==> src/rtl/ball_pkg.sv <==
// Shared types, constants and helpers for the bouncing-ball controller.
// Holds the FSM state encoding, reset defaults, radius limits and the per-axis move/reflect/clamp step.
package ball_pkg;

    typedef enum logic [1:0] {
        ST_IDLE   = 2'd0,
        ST_RUN    = 2'd1,
        ST_PAUSED = 2'd2
    } ball_state_e;

    // The default screen size. The reset position is the centre of whatever size the top is built with.
    localparam int H_ACTIVE_DEF = 800;
    localparam int V_ACTIVE_DEF = 600;

    localparam logic [2:0] RADIUS_RST = 3'd2;
    localparam logic [2:0] RADIUS_MIN = 3'd1;
    localparam logic [2:0] RADIUS_MAX = 3'd7;

    typedef struct packed {
        logic [10:0] pos;
        logic        hit_lo;
        logic        hit_hi;
    } axis_t;

    function automatic logic [2:0] next_radius(input logic [2:0] r);
        return (r >= RADIUS_MAX) ? RADIUS_MIN : r + 3'd1;
    endfunction

    // One axis step. The move is reflected against the old radius. A reflection fires as soon as the
    // ball edge reaches the wall, not only when it passes the wall. The result is then clamped
    // into the range allowed by the new radius, so a radius change alone never raises a hit flag.
    function automatic axis_t axis_move(
        input logic [10:0]        pos,
        input logic signed [11:0] step,
        input logic signed [11:0] r_old,
        input logic signed [11:0] r_new,
        input logic signed [11:0] last,
        input logic               en
    );
        axis_t              res;
        logic signed [11:0] nxt;
        logic signed [11:0] p;
        nxt        = $signed({1'b0, pos}) + (en ? step : 12'sd0);
        res.hit_lo = en && (step < 12'sd0) && (nxt - r_old <= 12'sd0);
        res.hit_hi = en && (step > 12'sd0) && (nxt + r_old >= last);
        if (res.hit_lo)
            p = r_old;
        else if (res.hit_hi)
            p = last - r_old;
        else
            p = nxt;
        if (p < r_new)
            p = r_new;
        else if (p > last - r_new)
            p = last - r_new;
        res.pos = 11'(p);
        return res;
    endfunction

endpackage

==> src/rtl/frame_tick_gen.sv <==
// Frame tick generator. It produces a one-cycle pulse one clock after the counters are seen at the
// first blanking line (vcounter == V_ACTIVE, hcounter == 0).
module frame_tick_gen #(
    parameter int V_ACTIVE = 600
) (
    input  logic        clk,
    input  logic        rst_n,
    input  logic [10:0] vcounter,
    input  logic [11:0] hcounter,
    output logic        tick
);

    logic match;
    logic match_q;

    assign match = (vcounter == 11'(V_ACTIVE)) && (hcounter == 12'd0);

    // The edge register stops a stalled counter from producing more than one tick per frame.
    // NOTE: sequential state uses non-blocking assignments so every register samples pre-edge values.
    always_ff @(posedge clk or negedge rst_n) begin
        if (!rst_n) begin
            match_q <= 1'b0;
            tick    <= 1'b0;
        end else begin
            match_q <= match;
            tick    <= match & ~match_q;
        end
    end

endmodule

==> src/rtl/ball_ctrl.sv <==
// Bouncing-ball position and radius controller. All motion and radius updates happen once per frame tick.
// Optional macro BALL_GRAVITY_EN replaces the constant vertical step with an accelerating signed speed.
module ball_ctrl
    import ball_pkg::*;
#(
    parameter int H_ACTIVE = H_ACTIVE_DEF,
    parameter int V_ACTIVE = V_ACTIVE_DEF,
    parameter int STEP     = 2,
    parameter int R_SHIFT  = 3
) (
    input  logic        clk,
    input  logic        rst_n,
    input  logic [10:0] vcounter,
    input  logic [11:0] hcounter,
    input  logic        start,
    input  logic        pause,
    input  logic        radius_up,
    output logic [10:0] ball_x,
    output logic [10:0] ball_y,
    output logic [2:0]  radius,
    output logic        moving,
    output logic        bounce
);

    localparam logic signed [11:0] STEP_S = 12'(STEP);
    localparam logic signed [11:0] X_LAST = 12'(H_ACTIVE - 1);
    localparam logic signed [11:0] Y_LAST = 12'(V_ACTIVE - 1);
    localparam logic [10:0]        X_RST  = 11'(H_ACTIVE / 2);
    localparam logic [10:0]        Y_RST  = 11'(V_ACTIVE / 2);

    logic tick;

    frame_tick_gen #(
        .V_ACTIVE(V_ACTIVE)
    ) u_frame_tick_gen (
        .clk     (clk),
        .rst_n   (rst_n),
        .vcounter(vcounter),
        .hcounter(hcounter),
        .tick    (tick)
    );

    ball_state_e state;
    ball_state_e state_nxt;

    // NOTE: assigning a default before the case keeps every path assigned, so no latch is inferred.
    always_comb begin
        state_nxt = state;
        case (state)
            ST_IDLE:   if (start) state_nxt = ST_RUN;
            ST_RUN:    if (pause) state_nxt = ST_PAUSED;
            ST_PAUSED: if (!pause) state_nxt = ST_RUN;
            default:   state_nxt = ST_IDLE;
        endcase
    end

    always_ff @(posedge clk or negedge rst_n) begin
        if (!rst_n) begin
            state  <= ST_IDLE;
            moving <= 1'b0;
        end else begin
            state  <= state_nxt;
            moving <= (state_nxt == ST_RUN);
        end
    end

    logic               pending;
    logic [2:0]         radius_nxt;
    logic signed [11:0] r_old;
    logic signed [11:0] r_new;
    logic               running;
    logic               dx_neg;
    logic signed [11:0] step_x;
    logic signed [11:0] step_y;
    axis_t              ax;
    axis_t              ay;

    assign radius_nxt = pending ? next_radius(radius) : radius;
    assign r_old      = $signed({9'd0, radius} << R_SHIFT);
    assign r_new      = $signed({9'd0, radius_nxt} << R_SHIFT);
    assign running    = tick && (state == ST_RUN);
    assign step_x     = dx_neg ? -STEP_S : STEP_S;

    assign ax = axis_move(ball_x, step_x, r_old, r_new, X_LAST, running);
    assign ay = axis_move(ball_y, step_y, r_old, r_new, Y_LAST, running);

    // A radius request that arrives on the tick cycle becomes pending for the following tick.
    always_ff @(posedge clk or negedge rst_n) begin
        if (!rst_n) begin
            ball_x  <= X_RST;
            ball_y  <= Y_RST;
            radius  <= RADIUS_RST;
            pending <= 1'b0;
            dx_neg  <= 1'b0;
            bounce  <= 1'b0;
        end else if (tick) begin
            ball_x  <= ax.pos;
            ball_y  <= ay.pos;
            radius  <= radius_nxt;
            pending <= radius_up;
            if (ax.hit_lo)
                dx_neg <= 1'b0;
            else if (ax.hit_hi)
                dx_neg <= 1'b1;
            bounce  <= ax.hit_lo | ax.hit_hi | ay.hit_lo | ay.hit_hi;
        end else begin
            pending <= pending | radius_up;
            bounce  <= 1'b0;
        end
    end

`ifdef BALL_GRAVITY_EN
    logic signed [4:0] vy;

    assign step_y = {{7{vy[4]}}, vy};

    // The speed builds up while the ball falls and is mirrored at the floor or ceiling.
    always_ff @(posedge clk or negedge rst_n) begin
        if (!rst_n) begin
            vy <= 5'sd0;
        end else if (running) begin
            if (ay.hit_lo || ay.hit_hi)
                vy <= -vy;
            else if (vy != 5'sd15)
                vy <= vy + 5'sd1;
        end
    end
`else
    logic dy_neg;

    assign step_y = dy_neg ? -STEP_S : STEP_S;

    always_ff @(posedge clk or negedge rst_n) begin
        if (!rst_n) begin
            dy_neg <= 1'b0;
        end else if (tick) begin
            if (ay.hit_lo)
                dy_neg <= 1'b0;
            else if (ay.hit_hi)
                dy_neg <= 1'b1;
        end
    end
`endif

endmodule

==> config.mk <==
export PLATFORM = sky130hd
export DESIGN_NAME = ball_ctrl
export DESIGN_NICKNAME = d
export VERILOG_FILES = /design/src/rtl/ball_pkg.sv /design/src/rtl/frame_tick_gen.sv /design/src/rtl/ball_ctrl.sv
export SDC_FILE = /design/constraint.sdc
export NUM_CORES = 1
export LEC_CHECK = 0
export BUFFER_PORTS_ARGS = -buffer_cell sky130_fd_sc_hd__buf_2
export CORE_MARGIN = 8
export CORE_UTILIZATION = 56
export DETAILED_ROUTE_END_ITERATION = 12
export GPL_ROUTABILITY_DRIVEN = 0
export GPL_TIMING_DRIVEN = 0
export PLACE_DENSITY = 0.78
export SYNTH_ARGS = -nofsm -noshare
export SYNTH_HDL_FRONTEND = slang
export SYNTH_SLANG_ARGS = --single-unit
==> constraint.sdc <==
create_clock -name clk -period 7.5 [get_ports clk]
set_input_delay 0.375 -clock clk [delete_from_list [all_inputs] [get_ports clk]]
set_output_delay 0.375 -clock clk [all_outputs]
set_load 0.03 [all_outputs]
; Word-level counts from Yosys, hierarchy flattened
; Cells that the tools add are included.
[classes]
add_sub_neg = 11
bitwise = 6
n_eq_ne = 4
muxes = 24
order_cmp = 13
reduce_logical = 16
[op_table]
columns = operator, count
row1 = 12-bit 2-to-1 mux, 8
row2 = 11-bit 2-to-1 mux, 4
row3 = "10-bit by 6-bit subtractor with 11-bit output, first input constant", 4
row4 = 12-bit adder, 2
row5 = 12-bit by 7-bit adder with 12-bit output, 2
row6 = "12-bit by 11-bit greater-or-equal comparator with 1-bit output, second input constant", 2
row7 = "12-bit by 1-bit > comparator with 1-bit output, second input constant", 2
row8 = 12-bit by 11-bit > comparator with 1-bit output, 2
row9 = "12-bit by 1-bit <= comparator with 1-bit output, second input constant", 2
row10 = "12-bit by 1-bit less-than comparator with 1-bit output, second input constant", 2
row11 = 12-bit by 7-bit less-than comparator with 1-bit output, 2
row12 = 12-bit by 7-bit subtractor with 12-bit output, 2
row13 = 12-bit logical NOT, 1
row14 = "11-bit by 10-bit equality test with 1-bit output, second input constant", 1
row15 = 1-bit logical AND, 10
row16 = 1-bit 2-to-1 mux, 6
row17 = 2-bit 2-to-1 mux, 3
row18 = 3-bit 2-to-1 mux, 2
row19 = 2-bit case mux with 3 select lines, 1
row20 = "2-bit by 1-bit equality test with 1-bit output, second input constant", 2
row21 = 1-bit bitwise OR, 4
row22 = 2-bit AND reduction, 2
row23 = 2-bit nonzero test, 2
row24 = "3-bit by 1-bit adder with 3-bit output, second input constant", 1
row25 = 5 further kinds, 5
[totals]
ff_bits = 34
input_bits = 28
out_inout_bits = 27

; Depth between registers and ports, before layout
; Gate-level depths: netlist of run 1.
[logic_depth]
depth_word = 12
mapped_depth = 33

; Cells and area by module
; A second synthesis of run 1 with hierarchy kept.
[unflattened]
cells_unflattened = 540
area_unflattened_um2 = 4430.5
[by_module_without_submodules]
columns = module, n_inst, cells_per_inst, area_per_inst_um2, seq_area_each_um2
row1 = ball_ctrl, 1, 528, 4284.1, 810.8
row2 = frame_tick_gen, 1, 12, 146.4, 50.0

; Worst setup path before layout of run 1
; Ideal clock, no wire load.
[synth_path]
path_type = register to register
start = register u_frame_tick_gen.tick
end = register ball_y[5]
path_slack_ps = 1210
t_arrival_ps = 6207
setup_ps = 83
period_less_slack_ps = 6290
n_path_buf = 3
t_required_ps = 7417
path_stages_with_launch = 30
path_cell_list = dfrtp_1 > buf_2 > inv_1 > or2_2 > inv_1 > ha_1 > fa_1 > nand2b_1 > o32ai_1 > xor2_1 > ha_1 > o21bai_1 > o41ai_1 > nor3b_1 > nor4b_1 > o22ai_1 > a2111oi_4 > buf_4 > mux2i_1 > or2_1 > ha_1 > a21o_1 > a21o_1 > a21o_1 > o31a_1 > o31a_2 > mux2i_1 > buf_6 > o22ai_1 > a221o_1
[synth_between]
elab_chain_cells = 11
elab_cells_between_ends = 17
cone_classes = add/sub (3) / order compare (4) / mux (5) / reduce/logical (5)
[synth_lines]
columns = item, line
row1 = from (decl), frame_tick_gen.sv:10  ; output logic tick
row2 = from (signal assigned), frame_tick_gen.sv:26  ; tick <= match & ~match_q;
row3 = 1-bit logical AND, ball_ctrl.sv:81  ; assign running = tick && (state == ST_RUN);
row4 = 12-bit 2-to-1 mux, ball_pkg.sv:43  ; nxt = $signed({1'b0, pos}) + (en ? step : 12'sd0);
row5 = 12-bit adder, ball_pkg.sv:43
row6 = 12-bit by 7-bit adder with 12-bit output, ball_pkg.sv:45  ; res.hit_hi = en && (step > 12'sd0) && (nxt + r_old >= last);
row7 = 12-bit by 11-bit greater-or-equal comparator with 1-bit output, ball_pkg.sv:45
row8 = 1-bit logical AND, ball_pkg.sv:45
row9 = 12-bit 2-to-1 mux, ball_pkg.sv:48  ; else if (res.hit_hi)
row10 = 12-bit 2-to-1 mux, ball_pkg.sv:46  ; if (res.hit_lo)
row11 = 12-bit by 11-bit > comparator with 1-bit output, ball_pkg.sv:54  ; else if (p > last - r_new)
row12 = 11-bit 2-to-1 mux, ball_pkg.sv:54
row13 = 11-bit 2-to-1 mux, ball_pkg.sv:52  ; if (p < r_new)
row14 = to (signal assigned), ball_ctrl.sv:98  ; ball_y <= ay.pos;
row15 = to (decl), ball_ctrl.sv:19  ; output logic [10:0] ball_y,
; Several ways; a longest one is shown, not always the timed one.
; A chain may end at the register's enable or synchronous reset.

; Final worst setup path of run 1
; Same ends and word-level chain as after synthesis.

==> qor.yml, run 1 <==
status:
  status: "finished clean"
logic_synthesis:
  synth_edf_count: 0
  yosysTopAreaCell: "dfrtp_1"
  synth_cell_types: 78
  synth_flop_cell: "dfrtp_1"
  syn-num-nets: 574
  yosys_warnings: 0
  ys_seq_area_share_pct: 20.77
  synth_top_area_share_pct: 15.70
  synth_seq_cells: 34
  synth_area_per_cell_sq_um: 8.222
  synthArstFlopShare_pct: 100.0
  postSynthCellCount: 504
  syn_area_sq_um: 4144
  ys_top_cells_by_area: "dfrtp_1, ha_1, dfstp_2"
layout:
  drive_gt1_share_pct: 21.62
  syn_to_final_growth_pct: 14.64
  antenna_cells: 0
  layout.nets: 638
  final_common_cell: "buf_2"
  layout_common_cells: "buf_2, ha_1, inv_1"
  num-fill-cells: 641
detailed_routing:
  wire_per_inst_microns: 18.93
  ant_nets: 0
  vias_per_cell: 6.576
  drc_errors: 0
  drt_iter0_markers: 363
  vias: 4393
  wl_microns: 12650
  dr.pass1.iters: 5
cts:
  clock_latency_ns: 0.29
  clk_pin_slew_ns: 0.08
  cts_buffer_depth: 2
  cts_tree: "done"
  cts-buffers-inserted: 5
  cts_htree_levels: 2
  cts_root_buf: "clkbuf_8"
  hold_buffers: 0
  clock_sinks: 34
worst_setup_path:
  cpPeakStageDelay_ns: 0.52
  path_buf_inv: 5
  worstPathRequired_ns: 7.71
  crit_slowest_cell: "fa_1"
  setup.worst_path.class: "reg2reg"
  crit_path_end_kind: "flip-flop"
  crit_fanout: 10
  cp-start-kind: "flip-flop"
  crit_arrival_ns: 7.47
  crit_family: "compound AO/OA/AOI/OAI gates"
timing:
  worst_pin_slew_ns: 0.9947
  tns_ns: 0
  period_needed_ns: 7.260
  report.final.slew_viol_count: 0
  skew_ns: 0.006495
  finalHoldViolCount: 0
  max_clock_freq_ghz: 0.1378
  slew_headroom_pct: 32.75
  setup_viol: 0
  whs_ns: 0.1616
  fin_crit_sh_pct: 96.79
floorplanning:
  core-area_sq_um: 7214
  die_x_microns: 102.0
  die_area_sq_um: 10410
  ios: 55
  num_rows: 31
  start_util_pct: 57.44
  fp.dieH_microns: 102.0
place:
  dp_hpwl_microns: 9739
  io_buffers: 54
global_routing:
  grt_pass1_wl_microns: 20530
  grt_pass1_vias: 4296
  grt_overflow_total: 0
  grt_max_degree: 35
  antenna_found_initial: 0
  grt_use_total_pct: 24.38
hold_path:
  hp-class: "in2async"
pwr:
  ir_drop_uv: 116.3
  p_total_w: 0.0004394
  power.density_nw_per_um2: 92.49
  p_leak_nw: 2.281
job:
  cap_violations: 0
[Yosys cell counts (4+ instances only)]
master / n
o32ai_1: 4
ha_1: 36
and3_1: 8
nor4_1: 17
dfrtp_1: 26
o21ai_0: 26
nand4_1: 9
inv_1: 33
o21a_1: 8
xor2_1: 8
mux2i_1: 8
o22ai_1: 8
or2_2: 6
nand2_1: 22
clkbuf_1: 11
a21o_1: 18
a211oi_1: 4
nand2b_1: 6
xnor2_1: 11
nor3_1: 21
fa_1: 6
nor2_1: 32
and2_1: 8
a21oi_1: 34
buf_2: 7
nor4b_1: 4
or3_1: 8
nand3_1: 17
a31oi_1: 7
nor2b_1: 5
dfstp_2: 8
a21boi_0: 4
[per-stage QoR]
step	utilization, %	setup WS, ns	area, sq um	instances
floorplan	-	1.210	4144	504
global placement	62.90	0.3193	4538	657
detailed placement	62.90	0.2034	4538	657
CTS	64.81	0.1740	4676	665
global route	65.85	-0.02532	4751	668
finish	65.85	0.2405	4751	668
[kinds of logic after synthesis]
logic type / synth area share (%)
mux: 2.476
xor+xnor: 4.801
buf+inv: 5.918
compound gates: 26.87
simple gates: 25.39
flops: 20.77
fa+ha+maj: 13.77
[registers in the layout, summed over array words and instances (netlist names)]
signal,cells
ball_x,11
bounce,1
dy_neg,1
u_frame_tick_gen.match_q,1
ball_y,11
moving,1
state,2
dx_neg,1
u_frame_tick_gen.tick,1
pending,1
radius,3
[worst paths after layout]
check                                               from                    end  slack [ns]  cells past startpoint
worst max register to register     u_frame_tick_gen.tick              ball_y[5]        0.24                     29
min in group clk                               radius_up                pending        0.26                      2
worst min-delay path                               rst_n               state[0]        0.16                      1
worst max-delay path               u_frame_tick_gen.tick              ball_y[5]        0.24                     29
max in group asynchronous                          rst_n              ball_y[6]        6.83                      1
worst min register to register  u_frame_tick_gen.match_q  u_frame_tick_gen.tick        0.42                      1
[layout make-up]
cell class | count | area, sq um | share of cell area, %
multi-input cells | 413 | 3078 | 64.79
flip-flops and latches | 34 | 860.8 | 18.12
repair buffers | 58 | 300.3 | 6.321
inverters | 35 | 137.6 | 2.897
well taps | 99 | 123.9 | 2.607
plain buffers | 21 | 112.6 | 2.370
clock buffers | 5 | 68.82 | 1.449
clock inverters | 3 | 68.82 | 1.449
[power by group]
part / leakage [nW] / switching [W] / total [W] / internal, W
combinational: 1.78 / 0.0000182 / 0.0000334 / 0.0000152
sequential: 0.436 / 0.00000670 / 0.000197 / 0.000191
clock: 0.0683 / 0.0000754 / 0.000209 / 0.000133
[routing by layer]
| layer | track usage [%] | up-vias | wire length, microns |
|---|---|---|---|
| met1 | 31.39 | 2084 | 5287 |
| met2 | 39.83 | 250 | 6001 |
| met4 | 8.804 | 0 | 288 |
| met3 | 4.292 | 32 | 1069 |
| li1 | - | 2027 | - |
| met5 | 0 | - | 0 |
[timing repair]
item | in CTS | in global routing
endpoints found under the hold margin | 0 | 0
gates resized for setup | 0 | 12
setup endpoints to repair | 0 | 17
buffers inserted | 0 | 4
Note: power is estimated with default switching activity, not from simulation.
==> run 2, diff against run 1 <==
- CORE_UTILIZATION: 56 -> 50
- PLACE_DENSITY: 0.78 -> 0.8
==> qor.yml, run 2 (synthesized netlist as in run 1, its figures left out) <==
job:
  cap_violations: 0
worst_setup_path:
  crit_fanout: 10
  crit_arrival_ns: 7.31
  path_buf_inv: 5
  setup.worst_path.class: "reg2reg"
  cp-start-kind: "flip-flop"
  crit_slowest_cell: "a2111oi_4"
  cpPeakStageDelay_ns: 0.45
  worstPathRequired_ns: 7.70
  crit_path_end_kind: "flip-flop"
  crit_family: "compound AO/OA/AOI/OAI gates"
layout:
  postLayoutCellArea_sq_um: 4752
  drive_gt1_share_pct: 22.26
  syn_to_final_growth_pct: 14.67
  antenna_cells: 0
  final_common_cell: "buf_2"
  reg_top3: "ball_x (11), ball_y (11), radius (3)"
  layoutNonFillerInstCount: 680
  layout_common_cells: "buf_2, ha_1, inv_1, a21oi_1, nor2_1"
  layout.nets: 644
  num-fill-cells: 715
place:
  io_buffers: 54
  dp_hpwl_microns: 9624
  dpl_cell_area_sq_um: 4546
  placed_cells: 663
  place_ws_ns: 0.2052
cts:
  cts-buffers-inserted: 5
  clk_pin_slew_ns: 0.08
  clock_sinks: 34
  cts_buffer_depth: 2
  clock_latency_ns: 0.30
  cts_htree_levels: 2
  hold_buffers: 0
  cts_tree: "done"
  cts_root_buf: "clkbuf_8"
timing:
  setup_viol: 0
  finalHoldViolCount: 0
  period_needed_ns: 7.114
  tns_ns: 0
  report.final.slew_viol_count: 0
  slew_headroom_pct: 29.45
  fin_ws_ns: 0.3862
  max_clock_freq_ghz: 0.1406
  fin_crit_sh_pct: 94.85
  worst_pin_slew_ns: 1.044
  skew_ns: 0.009696
pwr:
  power.density_nw_per_um2: 80.24
  p_leak_nw: 2.289
  ir_drop_uv: 79.54
  p_total_w: 0.0003813
floorplanning:
  num_rows: 33
  core-area_sq_um: 8134
  die_area_sq_um: 11460
  ios: 55
  start_util_pct: 50.95
  fp.dieH_microns: 107.0
  die_x_microns: 107.0
detailed_routing:
  ant_nets: 0
  wl_microns: 12570
  drc_errors: 0
  drt_iter0_markers: 333
  vias: 4322
  wire_per_inst_microns: 18.48
  dr.pass1.iters: 5
  vias_per_cell: 6.356
hold_path:
  hp-class: "in2async"
global_routing:
  grt_use_total_pct: 21.45
  grt_pass1_wl_microns: 20380
  grt_max_degree: 35
  antenna_found_initial: 0
  grt_overflow_total: 0
  grt_pass1_vias: 4214
status:
  status: "finished clean"
## run 2: cell types whose count changed in the layout (fill, tap and decap cells not counted), sizes merged
| cell | change |
|---|---|
| bufinv | -2 |
| clkinvlp | +1 |
| clkbuf | +2 |
| buf | +5 |
## run 2: area by class of cell
type	instances	area, sq um	area share (%)
Clock buffer	6	82.58	1.738
Inverter	35	135.1	2.844
Multi-Input combinational cell	413	3072	64.64
Sequential cell	34	860.8	18.11
Timing Repair Buffer	64	345.3	7.267
Tap cell	105	131.4	2.765
Clock inverter	2	12.51	0.2633
Buffer	21	112.6	2.370
## run 2: timing repair
action | 4_1_cts | 5_1_grt
resized for setup | 0 | 10
setup buffers | 0 | 10
endpoints found under the setup margin | 0 | 18
## run 2: final timing paths
| check | startpoint | end | slack [ns] | cells past startpoint |
|---|---|---|---|---|
| max | state[1] | ball_x[6] | 0.39 | 30 |
| min | rst_n | ball_y[9] | 0.14 | 1 |
| max reg2reg | state[1] | ball_x[6] | 0.39 | 30 |
| min reg2reg | u_frame_tick_gen.match_q | u_frame_tick_gen.tick | 0.41 | 1 |
| max in group asynchronous | rst_n | ball_x[1] | 6.87 | 1 |
| min in group clk | radius_up | pending | 0.26 | 2 |
## run 2: power breakdown
group	internal, W	total, W	leakage, nW	switching (W)
clock network	0.0000738	0.000149	0.0472	0.0000749
logic	0.0000152	0.0000347	1.81	0.0000195
registers	0.000191	0.000198	0.436	0.00000717
total	0.000280	0.000381	2.29	0.000102
## run 2: routing by layer
layer / GRT usage, % / wire length [microns]
met5: 0 / 0
met4: 10.65 / 407
met3: 3.119 / 796
met2: 37.03 / 6213
met1: 25.36 / 5149
## run 2: stage by stage
step           hold WS (ns)  utilization, %
2_1_floorplan       0.07941               -
3_3_place_gp         0.3896           55.88
3_5_place_dp         0.3953           55.88
4_1_cts              0.1715           57.05
5_1_grt              0.2087           58.42
6_report             0.1443           58.42
## run 2: worst reg2reg max path, delay by kind of cell, from the launching register on
kind | cells | cell delay (ns)
fa+ha+maj | 3 | 0.91
simple gates | 8 | 1.27
flops | 1 | 0.43
xor+xnor | 1 | 0.20
buf+inv | 5 | 0.97
compound gates | 13 | 3.25
==> run 3, diff against run 2 <==
- RECOVER_POWER: default -> 100
==> qor.yml, run 3 (synthesized netlist as in run 1, its figures left out) <==
pwr:
  switching_share_pct: 26.75
  p_seq_share_pct: 52.0
  power.density_nw_per_um2: 80.68
  p_int_w: 0.0002788
  ir_drop_uv: 79.32
  p_leak_nw: 2.173
  clkPwrFrac_pct: 39.1
  p_sw_w: 0.0001018
  p_comb_share_pct: 8.9
place:
  dpl_cell_area_sq_um: 4546
  dp_hpwl_microns: 9624
  io_buffers: 54
  placed_cells: 663
detailed_routing:
  vias: 4292
  ant_nets: 0
  wl_microns: 12580
  dr.pass1.iters: 6
  drc_errors: 0
  drt_iter0_markers: 269
  vias_per_cell: 6.312
  wire_per_inst_microns: 18.50
worst_setup_path:
  crit_family: "compound AO/OA/AOI/OAI gates"
  setup.worst_path.class: "reg2reg"
  worstPathRequired_ns: 7.70
  path_buf_inv: 5
  cpPeakStageDelay_ns: 0.44
  r2r_cells: 30
  crit_start: "state[1]"
  endpoint: "ball_x[6]"
  crit_arrival_ns: 7.35
  crit_path_end_kind: "flip-flop"
  crit_slowest_cell: "a2111oi_4"
  crit_cells: 30
  timing.rr.start: "state[1]"
  r2r_slack_ns: 0.35
  r2r-end: "ball_x[6]"
  crit_fanout: 10
  cp-start-kind: "flip-flop"
global_routing:
  grt_pass1_vias: 4214
  grt_pass1_wl_microns: 20380
  grt_use_total_pct: 21.45
  grt_overflow_total: 0
  grt_max_degree: 35
  antenna_found_initial: 0
floorplanning:
  num_rows: 33
  fp.dieH_microns: 107.0
  start_util_pct: 50.95
  core-area_sq_um: 8134
  die_area_sq_um: 11460
  ios: 55
  die_x_microns: 107.0
timing:
  fin_crit_sh_pct: 95.27
  skew_ns: 0.01117
  setup_viol: 0
  tns_ns: 0
  max_clock_freq_ghz: 0.1400
  slew_headroom_pct: -22.09
  report.final.slew_viol_count: 35
  worst_pin_slew_ns: 1.831
  finalHoldViolCount: 0
  period_needed_ns: 7.145
cts:
  clock_sinks: 34
  cts_buffer_depth: 2
  cts-buffers-inserted: 5
  clk_pin_slew_ns: 0.08
  cts_root_buf: "clkbuf_8"
  cts_htree_levels: 2
  clock_latency_ns: 0.30
  cts_tree: "done"
hold_path:
  hp-class: "in2reg"
layout:
  reg_top3: "ball_x (11), ball_y (11), radius (3)"
  layoutNonFillerInstCount: 680
  multi_input_area_sq_um: 3072
  syn_to_final_growth_pct: 13.86
  antenna_cells: 0
  final_common_cell: "clkbuf_1"
  layout_common_cells: "clkbuf_1, ha_1, inv_1, buf_2, a21oi_1"
  seqCellArea_sq_um: 860.8
  drive_gt1_share_pct: 17.39
  layout.nets: 644
  num-fill-cells: 729
  postLayoutCellArea_sq_um: 4718
status:
  violations: "max-capacitance violations, max-slew violations"
  status: "finished with violations"
job:
  cap_violations: 1
## run 3: cell types whose count changed in the layout (fill, tap and decap cells not counted), sizes merged
cell and delta:
clkbuf +27, buf -27
## run 3: timing repair
item	CTS	global route
hold buffers	0	0
buffers inserted	0	10
endpoints found under the hold margin	0	0
gates resized for setup	0	10
endpoints found under the setup margin	0	18
## run 3: final cells by class
type / count / area share, %
clock buffer: 6 / 1.750
tap: 105 / 2.784
sequential: 34 / 18.24
multi-input combinational: 413 / 65.10
buffer: 21 / 2.387
clock inverter: 2 / 0.2652
inverter: 35 / 2.864
timing repair buffer: 64 / 6.603
## run 3: worst min path at each step
stage,from,end,slack [ns],cells past startpoint
6_report,radius_up,pending,0.26,2
5_1_grt,radius_up,pending,0.26,2
4_1_cts,rst_n,ball_x[9],0.17,1
3_5_place_dp,u_frame_tick_gen.match_q,u_frame_tick_gen.tick,0.40,1
3_3_place_gp,u_frame_tick_gen.match_q,u_frame_tick_gen.tick,0.39,1
2_1_floorplan,rst_n,ball_x[0],0.08,0
## run 3: power by group through the flow
stage               clock network (W)  registers (W)  logic [W]
floorplan                           0       0.000205  0.0000130
global placement                    0       0.000201  0.0000330
detailed placement                  0       0.000201  0.0000348
CTS                          0.000149       0.000198  0.0000349
global route                 0.000156       0.000199  0.0000363
finish                       0.000149       0.000198  0.0000338
## run 3: through the flow
step                total power, W  setup slack [ns]  hold WS [ns]  util (%)
global placement         0.0002339            0.3018        0.3896     55.88
detailed placement       0.0002358            0.2052        0.3953     55.88
floorplan                0.0002181             1.210       0.07941         -
CTS                      0.0003822            0.1747        0.1715     57.05
global route             0.0003914          -0.07173        0.2633     58.01
finish                   0.0003807            0.3549        0.2603     58.01
## run 3: layer usage
layer | part of all wire (%) | vias up | GRT usage, %
li1 | - | 2041 | -
met1 | 42 | 2028 | 25.36
met2 | 49 | 179 | 37.03
met3 | 5.8 | 44 | 3.119
met4 | 3.4 | 0 | 10.65
met5 | 0 | - | 0
